--- src/rtl/pdm_cic_decimator.sv ---
// PDM-to-PCM decimator: 4th-order CIC (differential delay 1), saturating
// scale stage and a single-entry valid/ready output register.
module pdm_cic_decimator #(
  parameter int unsigned DECIM = 128,
  parameter int unsigned OUT_W = 16
) (
  input  logic                    clk,
  input  logic                    rst_n,
  input  logic                    pdm_en,
  input  logic                    pdm_in,
  output logic signed [OUT_W-1:0] pcm_data,
  output logic                    pcm_valid,
  input  logic                    pcm_ready,
  output logic                    pcm_sat,
  output logic                    overrun
);

  localparam int unsigned ORDER  = 4;
  localparam int unsigned LOG2D  = $clog2(DECIM);
  localparam int unsigned ACC_W  = 2 + ORDER * LOG2D;
  localparam int          SHIFT  = int'(ORDER * LOG2D) - int'(OUT_W - 1);
  localparam int unsigned RSH    = (SHIFT > 0) ? SHIFT : 0;
  localparam int unsigned LSH    = (SHIFT < 0) ? -SHIFT : 0;
  localparam int unsigned EXT_W  = ACC_W + OUT_W;
  localparam int unsigned WARM_N = 5;
  localparam logic signed [EXT_W-1:0] SAT_MAX = {{(EXT_W-OUT_W+1){1'b0}}, {(OUT_W-1){1'b1}}};
  localparam logic signed [EXT_W-1:0] SAT_MIN = {{(EXT_W-OUT_W+1){1'b1}}, {(OUT_W-1){1'b0}}};

  logic [ACC_W-1:0]        r_integ [ORDER];
  logic [ACC_W-1:0]        r_cdly  [ORDER];
  logic [LOG2D-1:0]        r_dcnt;
  logic                    r_tick_d;
  logic [2:0]              r_warm;
  logic signed [OUT_W-1:0] r_pcm_data;
  logic                    r_pcm_valid;
  logic                    r_pcm_sat;
  logic                    r_overrun;

  logic [ACC_W-1:0]        w_step;
  logic                    w_tick;
  logic [ACC_W-1:0]        w_c1, w_c2, w_c3, w_c4;
  logic signed [EXT_W-1:0] w_ext;
  logic signed [EXT_W-1:0] w_res;
  logic signed [OUT_W-1:0] w_pcm;
  logic                    w_sat;
  logic                    w_new;

  assign w_step = pdm_in ? {{(ACC_W-1){1'b0}}, 1'b1} : '1;
  assign w_tick = pdm_en && (r_dcnt == LOG2D'(DECIM - 1));

  // Integrators wrap modulo 2^ACC_W; the comb differences recover exact values.
  always_ff @(posedge clk or negedge rst_n) begin
    if (!rst_n) begin
      r_integ <= '{default: '0};
      r_dcnt  <= '0;
    end else if (pdm_en) begin
      r_integ[0] <= r_integ[0] + w_step;
      for (int unsigned k = 1; k < ORDER; k++) begin
        r_integ[k] <= r_integ[k] + r_integ[k-1];
      end
      r_dcnt <= r_dcnt + 1'b1;
    end
  end

  assign w_c1 = r_integ[ORDER-1] - r_cdly[0];
  assign w_c2 = w_c1 - r_cdly[1];
  assign w_c3 = w_c2 - r_cdly[2];
  assign w_c4 = w_c3 - r_cdly[3];

  // Comb runs the cycle after the tick; r_integ is stable for that whole cycle.
  always_ff @(posedge clk or negedge rst_n) begin
    if (!rst_n) begin
      r_cdly   <= '{default: '0};
      r_tick_d <= 1'b0;
      r_warm   <= '0;
    end else begin
      r_tick_d <= w_tick;
      if (r_tick_d) begin
        r_cdly[0] <= r_integ[ORDER-1];
        r_cdly[1] <= w_c1;
        r_cdly[2] <= w_c2;
        r_cdly[3] <= w_c3;
        if (r_warm != 3'(WARM_N)) r_warm <= r_warm + 3'd1;
      end
    end
  end

  assign w_ext = {{OUT_W{w_c4[ACC_W-1]}}, w_c4};
  assign w_res = (w_ext >>> RSH) <<< LSH;

  always_comb begin
    w_pcm = w_res[OUT_W-1:0];
    w_sat = 1'b0;
    if (w_res > SAT_MAX) begin
      w_pcm = {1'b0, {(OUT_W-1){1'b1}}};
      w_sat = 1'b1;
    end else if (w_res < SAT_MIN) begin
      w_pcm = {1'b1, {(OUT_W-1){1'b0}}};
      w_sat = 1'b1;
    end
  end

  assign w_new = r_tick_d && (r_warm == 3'(WARM_N));

  always_ff @(posedge clk or negedge rst_n) begin
    if (!rst_n) begin
      r_pcm_data  <= '0;
      r_pcm_valid <= 1'b0;
      r_pcm_sat   <= 1'b0;
      r_overrun   <= 1'b0;
    end else if (w_new) begin
      r_pcm_data  <= w_pcm;
      r_pcm_sat   <= w_sat;
      r_pcm_valid <= 1'b1;
      if (r_pcm_valid && !pcm_ready) r_overrun <= 1'b1;
    end else if (r_pcm_valid && pcm_ready) begin
      r_pcm_valid <= 1'b0;
    end
  end

  assign pcm_data  = r_pcm_data;
  assign pcm_valid = r_pcm_valid;
  assign pcm_sat   = r_pcm_sat;
  assign overrun   = r_overrun;

endmodule
--- config.mk ---
export PLATFORM = sky130hd
export DESIGN_NAME = pdm_cic_decimator
export DESIGN_NICKNAME = d
export VERILOG_FILES = /design/src/rtl/pdm_cic_decimator.sv
export SDC_FILE = /design/constraint.sdc
export NUM_CORES = 1
export LEC_CHECK = 0
export ABC_AREA = 1
export CAP_MARGIN = 0
export CORE_MARGIN = 3
export CORE_UTILIZATION = 62
export DETAILED_ROUTE_END_ITERATION = 10
export PLACE_DENSITY = 0.76
export RECOVER_POWER = 50
export SLEW_MARGIN = 5
export SYNTH_ARGS = -nofsm -noshare
export SYNTH_HDL_FRONTEND = slang
export SYNTH_SLANG_ARGS = --single-unit
--- constraint.sdc ---
create_clock -name clk -period 21.7 [get_ports clk]
set_clock_uncertainty 0.05 [all_clocks]
set_input_delay 5.425 -clock clk [delete_from_list [all_inputs] [get_ports clk]]
set_output_delay 5.425 -clock clk [all_outputs]
set_load 0.005 [all_outputs]
Word-level counts from Yosys, hierarchy flattened. Cells that the tools add are included.

Bits in registers: 270. Input port bits: 5. Output and inout port bits: 19. Logic and storage cells: 45.

$lt $le $gt $ge: 2. Eq/ne operators: 3. Add/sub/neg operators: 10. Multiplexer cells: 7. Reductions and logical operators: 8.

Operators by type and width (count): adder 30 bit (4); subtractor 30 bit (4); 2-to-1 mux 16 bit (2); 2-to-1 mux 30 bit (1); greater-than comparator 17 x 16 -> 1 bit, second input constant (1); < comparator 17 x 16 -> 1 bit, second input constant (1); adder 7 x 1 -> 7 bit, second input constant (1); == test 7 bit, second input constant (1); logical AND 1 bit (4); 2-to-1 mux 1 bit (4); AND reduction 2 bit (2); adder 3 x 1 -> 3 bit, second input constant (1); == test 3 bit, second input constant (1); != test 3 bit, second input constant (1); nonzero test 2 bit (1); logical NOT 1 bit (1).

Depth between registers and ports, before layout. Gate-level depths: netlist (run 1).

Depth in word-level cells: 7. Gate-level depth with buffers: 47. Mapped depth without buffers: 46.

Worst setup path after synthesis (run 1). OpenSTA, ideal clock, no wires.

Path kind: in2reg. Start: in pdm_in. End: reg r_integ[114] (netlist bit). Setup time: 118 ps. Arrival time: 8062 ps. Setup slack: 13470 ps. Stages: 19. Cell sequence: inv_1 > ha_1 > nand2_1 > nand2_1 > nand2_1 > nand2_1 > nand2_1 > nand2_1 > a21oi_1 > o21ai_0 > nand4_1 > nand2_1 > a21boi_0 > nor2_1 > nand2_1 > nand2_1 > or2_2 > nand3_1 > nand2_1.

Cells in the longest elaborated chain, start to end: 2.

RTL lines: start, declared (line 10) `input logic pdm_in,`; 2-to-1 mux 30 bit (line 48) `assign w_step = pdm_in ? {{(ACC_W-1){1'b0}}, 1'b1} : '1;`; adder 30 bit (line 57) `r_integ[0] <= r_integ[0] + w_step;`; end signal, assigned by index (line 59) `r_integ[k] <= r_integ[k] + r_integ[k-1];`; end, declared (line 29) `logic [ACC_W-1:0] r_integ [ORDER];`.

No other way between the ends. A chain may end at the register's enable or synchronous reset.

==> summary.txt, run 1 <==
Final layout
  • Layout cells sized above 1: 3.78%
  • Final core occ: 67.8%
  • Commonest non-fill, non-tap cell in the layout: nand2_1
  • Fin nets: 3,266
  • Register area: 0.00676 sq mm
  • Synth-to-layout area growth: 7.41%
  • Most frequent cells in the layout: nand2_1 (722), inv_1 (407), o21ai_0 (301)
  • Fillcell total: 3,005
  • Ant. Diodes: 0
  • Area of the multi-input gates: 0.0134 sq mm

STA
  • Final setup margin: 10,320 ps
  • Final Slew Violations: 559
  • RSZ-0062 raised after global routing: false
  • Final hold violation count: 0
  • Final period utilization: 52.5%
  • Final number of setup-violating endpoints: 0
  • Setup_tns: 0 ps
  • Final min period: 11,380 ps
  • Relative slew margins: -152%
  • Fmax: 0.0878 GHz
  • Slew @ Worst Pin: 3790 ps

Yosys
  • Synth Cell Area: 0.0219 sq mm
  • Post-synth EDFFs: 0
  • Synth top area share: 30.8%
  • Yosys cell types: 46
  • Ys Warns: 0
  • Mapped Avg Cell Area: 7.28 sq um
  • FF+latch count, synth: 270
  • Mapped Cells: 3,010
  • Largest cells by area after synthesis: dfrtp_1 (31%), ha_1 (13%), nand2_1 (12%)
  • Synth Net Count: 3,255
  • FFs w/ async S/R, synth: 100%
  • Seq/Total Area, Yosys: 30.8%
  • Yosys top cell by area: dfrtp_1
  • Ys flop type: dfrtp_1

Worst hold path
  • Worst Hold Class: reg2reg
  • Hold Crit Depth: 1
  • Worst min-delay path endpoint: r_warm[2]
  • Hold path startpoint: r_warm[2]

Global route
  • First-pass GRT wire length: 94,300 microns
  • Grt ovf: 0
  • Largest net degree at the start of global routing: 92
  • Initial antenna violation count: 0
  • Vias in the first global route: 19,426
  • Tot GR Track Use: 30.0%

Setup path
  • Slowest CP cell: clkbuf_1
  • CP Max Fanout: 73
  • Most frequent CP cell: clkbuf_1
  • Crit-path cells: clkbuf_1, clkbuf_1, buf_4
  • R2r endpoint: pcm_data[3]
  • CP max stage delay: 2830 ps
  • CP endpoint kind: async pin
  • Worst r2r src: r_integ[1]
  • Worst R2R Path Depth: 45
  • R2R setup slack: 12,740 ps
  • Worst path buffer plus inverter count: 3
  • CP top delay family: buffers and inverters
  • Arrival time worst endpoint: 11,860 ps
  • Worst Path Required: 22,170 ps
  • CP Launch Type: input port
  • Critical path class: in2async

CTS
  • TritonCTS buffer count: 34
  • # H-tree levels: 2
  • Reg clk slew, reported paths: 60 ps
  • Clock Path Buffers: 3
  • CTS-repair resized insts: 0
  • Hold buffer count at cts: 0
  • Sink Count: 270
  • Root buffer cell: clkbuf_16
  • Post-CTS Setup Inserts: 0
  • Clk_lat worst skew: 560 ps
  • CTS tree: yes

Floorplanning
  • Die Wd: 194 microns
  • Die area: 0.0376 sq mm
  • I/O pin total: 24
  • Initial Util: 63.1%
  • Site Rows: 68
  • Die H: 194 microns
  • Core ar.: 0.0347 sq mm

Place
  • Post-DP HPWL: 44,100 microns
  • Place WS: 13,020 ps
  • I/O Buffers: 23
  • Final Wtd Congestion: 0.923

Route
  • Post-route ant nets: 0
  • DR vias/cell: 5.70
  • Total Wirelength: 57,000 microns
  • Routed WL per cell: 16.3 microns
  • Drt initial violations: 1,362
  • Via count: 19,936
  • DR pass1 iterations: 5
  • DRC viols: 0

Outcome
  • Failing checks: capacitance limit, slew limit
  • Status: complete, but fails checks

Flow run
  • MaxCap Viol Count: 9
-- metrics by stage --
step / hold slack [ps] / instance area, sq um / instances
3_5_place_dp: 417 / 22600 / 3440
5_1_grt: 464 / 23500 / 3496
4_1_cts: 430 / 23600 / 3496
2_1_floorplan: 395 / 21900 / 3010
3_3_place_gp: 410 / 22600 / 3440
6_report: 428 / 23500 / 3496
-- worst max path at each step --
stage               startpoint           end  slack (ps)  cells after the start
floorplan               pdm_in  r_integ[114]       13470                     19
finish                   rst_n   r_integ[38]       10320                      3
detailed placement      pdm_in  r_integ[114]       13020                     20
global route             rst_n   r_integ[38]        8970                      3
CTS                 r_integ[1]   pcm_data[3]       13340                     45
global placement        pdm_in  r_integ[114]       13070                     20
-- sequential cells by signal, indices dropped and copies added (netlist names) --
signal     count
r_integ      120
pcm_data      16
overrun        1
pcm_valid      1
r_cdly       120
r_tick_d       1
r_dcnt         7
r_warm         3
pcm_sat        1
-- Yosys cell counts, types with 2 or more instances --
cell	instances
xnor2_1	87
clkbuf_1	53
dfrtp_1	270
nand4_1	34
and2_1	7
a21boi_1	4
nand3b_1	8
o31ai_1	4
a31oi_1	46
nand2_1	721
a21o_1	26
inv_1	408
nand2_2	7
a211oi_1	3
a31o_2	2
and3_1	2
nand2_4	2
a21oi_2	12
nand3_1	97
buf_1	3
xor2_1	86
buf_6	2
a311oi_1	4
o21bai_1	22
o21ai_0	293
nor2_1	161
a21oi_1	253
ha_1	233
fa_1	7
or2_0	6
nand3_2	7
a221oi_1	7
o21ai_2	5
o211ai_1	14
nor3_1	40
a21boi_0	11
nor4_1	9
o21a_1	6
o21ai_1	17
or2_2	25
-- per-layer routing --
metal | wire (microns) | track usage (%) | vias to the layer above
li1 | - | - | 10036
met1 | 24700 | 38.6 | 9329
met2 | 27500 | 51.7 | 447
met3 | 2870 | 4.57 | 124
met4 | 1950 | 10.3 | 0
met5 | 0 | 0 | -
-- layout make-up --
class	instances	share of cell area [%]
Timing Repair Buffer	34	1.17
Clock inverter	14	0.505
Inverter	408	6.51
Multi-Input combinational cell	2273	56.8
Clock buffer	42	3.87
Tap cell	455	2.42
Sequential cell	270	28.7
-- cell families (layout without fill, tap and decap cells) --
logic type	Yosys count	after routing	synth area share (%)
adders and majority gates	240	240	14.0
and+or+nand+nor	1128	1128	21.6
xor gates and xnor gates	173	173	6.92
AOI/OAI and AO/OA	732	732	18.6
buffers and inverters	467	498	8.08
DFF	270	270	30.8
Power of run 1 is not shown: default switching activity piles up to over one toggle a cycle in this logic, so the estimate is an artifact.
==> run 2, diff against run 1 <==
- CORE_UTILIZATION: 62 -> 59
- PLACE_DENSITY: 0.76 -> 0.75
- clock period: 21.7 -> 9.5 ns (I/O delays scaled with it)
==> run 2 against run 1 <==
Net effect: the run still ends with capacitance limit, slew limit left; global-route usage is 2.0 points lower; utilization shrank 2.2 points; flip-flop and latch count is the same; register-to-register slack worse by 11000 ps; first-iteration DRC count decreased by 29%; critical path depth up 35; non-clock buffer count shrank 4; sequential share of layout area down 0.17 points; via count is 0.87% lower; worst setup slack worse by 8900 ps; routed wire length shrank 4.0%; largest cell class unchanged; highest routed layer unchanged.
==> summary.txt, run 2 (same netlist as run 1, synthesis figures left out) <==
Outcome
  • Status: complete, but fails checks
  • Failing checks: capacitance limit, slew limit

Worst hold path
  • Worst Hold Class: reg2reg

Global route
  • Initial antenna violation count: 0 (unchanged)
  • Vias in the first global route: 19,191 (-1.2%)
  • First-pass GRT wire length: 92,000 microns (-2.4%)
  • Largest net degree at the start of global routing: 152 (+65%)
  • Grt ovf: 0 (unchanged)
  • Tot GR Track Use: 28.0% (-2.0 points)

Place
  • Final Wtd Congestion: 0.901 (-2.3%)
  • Placed cell count: 3,442 (+0.058%)
  • I/O Buffers: 23 (unchanged)
  • Post-DP HPWL: 42,300 microns (-4.2%)
  • Dpl cell area: 0.0225 sq mm (about the same)

Setup path
  • Slowest CP cell: a2111oi_0
  • R2R setup slack: 1430 ps (-11,310 ps)
  • Worst Path Required: 9840 ps (-12,330 ps)
  • CP endpoint kind: register
  • Most frequent CP cell: nand2_1
  • Arrival time worst endpoint: 8410 ps (-3450 ps)
  • CP max stage delay: 600 ps (-2230 ps)
  • CP Launch Type: register
  • CP Max Fanout: 16 (-78%)
  • Critical path class: reg2reg

Floorplanning
  • Die H: 199 microns (+2.4%)
  • Core ar.: 0.0361 sq mm (+4.0%)
  • I/O pin total: 24 (unchanged)
  • Die Wd: 199 microns (+2.4%)
  • Initial Util: 60.7% (-2.4 points)
  • Die area: 0.0395 sq mm (+4.9%)
  • Site Rows: 69 (+1.5%)

CTS
  • CTS-repair resized insts: 0 (unchanged)
  • Clk_lat worst skew: 540 ps (-20 ps)
  • CTS tree: yes
  • Sink Count: 270 (unchanged)
  • TritonCTS buffer count: 34 (unchanged)
  • Hold buffer count at cts: 0 (unchanged)
  • Post-CTS Setup Inserts: 0 (unchanged)
  • Clock Path Buffers: 3 (unchanged)
  • Reg clk slew, reported paths: 60 ps (about the same)
  • # H-tree levels: 2 (unchanged)
  • Root buffer cell: clkbuf_16

Final layout
  • Fillcell total: 3,288 (+9.4%)
  • Most frequent cells in the layout: nand2_1 (721), inv_1 (407), o21ai_0 (296)
  • Commonest non-fill, non-tap cell in the layout: nand2_1
  • Layout cells sized above 1: 3.98% (+0.20 points)
  • Register area: 0.00676 sq mm (unchanged)
  • Final core occ: 65.6% (-2.2 points)
  • Design Area, Final: 0.0237 sq mm (+0.60%)
  • Fin nets: 3,262 (-0.12%)
  • Synth-to-layout area growth: 8.05%
  • Final std cells w/o fill: 3,502 (+0.17%)
  • Area of the multi-input gates: 0.0134 sq mm (+0.10%)
  • Ant. Diodes: 0 (unchanged)

STA
  • Final number of setup-violating endpoints: 0 (unchanged)
  • Setup_tns: 0 ps (unchanged)
  • Final hold violation count: 0 (unchanged)
  • Final Slew Violations: 480 (-14%)
  • RSZ-0062 raised after global routing: false
  • Relative slew margins: -279% (-130 points)
  • Final min period: 8070 ps
  • Fmax: 0.124 GHz
  • Slew @ Worst Pin: 5680 ps (+1890 ps)
  • Final period utilization: 84.9%

Route
  • Drt initial violations: 972 (-29%)
  • DRC viols: 0 (unchanged)
  • Routed WL per cell: 15.6 microns (-4.2%)
  • DR pass1 iterations: 7 (+2)
  • Post-route ant nets: 0 (unchanged)
  • DR vias/cell: 5.64 (-1.0%)
  • Via count: 19,763 (-0.87%)
  • Total Wirelength: 54,700 microns (-4.0%)

Flow run
  • MaxCap Viol Count: 5 (-4)
run 2: final cells by class:
class	instances	share of cell area, %
clock buffers	47	4.24
clock inverters	13	0.603
inverters	408	6.48
multi-input cells	2273	56.5
flip-flops and latches	270	28.5
well taps	461	2.44
repair buffers	30	1.17
run 2: per-layer routing:
layer / share of wire, % / up-vias / GRT usage (%)
li1: - / 10038 / -
met1: 45 / 9278 / 36.5
met2: 48 / 336 / 48.7
met3: 2.9 / 111 / 2.63
met4: 3.4 / 0 / 10.0
met5: 0 / - / 0
run 2: worst paths after layout:
check | startpoint | depth (start not counted) | to
worst max register to register | r_integ[0] | 38 | pcm_data[3]
worst max-delay path | r_integ[0] | 38 | pcm_data[3]
max in group asynchronous | rst_n | 1 | r_dcnt[1]
worst min-delay path | r_warm[2] | 1 | r_warm[2]
worst min register to register | r_warm[2] | 1 | r_warm[2]
min in group asynchronous | rst_n | 1 | pcm_data[13]
run 2: critical path: cells and delay by family (launching register included):
kind,cells,cell delay (ps)
flops,1,370
compound gates,13,2950
fa+ha+maj,5,1760
buf+inv,1,70
xor+xnor,2,430
simple gates,17,2310
run 2: through the flow:
stage               hold WS, ps  setup WS, ps
global placement            409          1790
CTS                         426          1470
global route                449           764
finish                      419          1430
detailed placement          414          1580
floorplan                   395          2500
Power of run 2 is left out for the same reason.
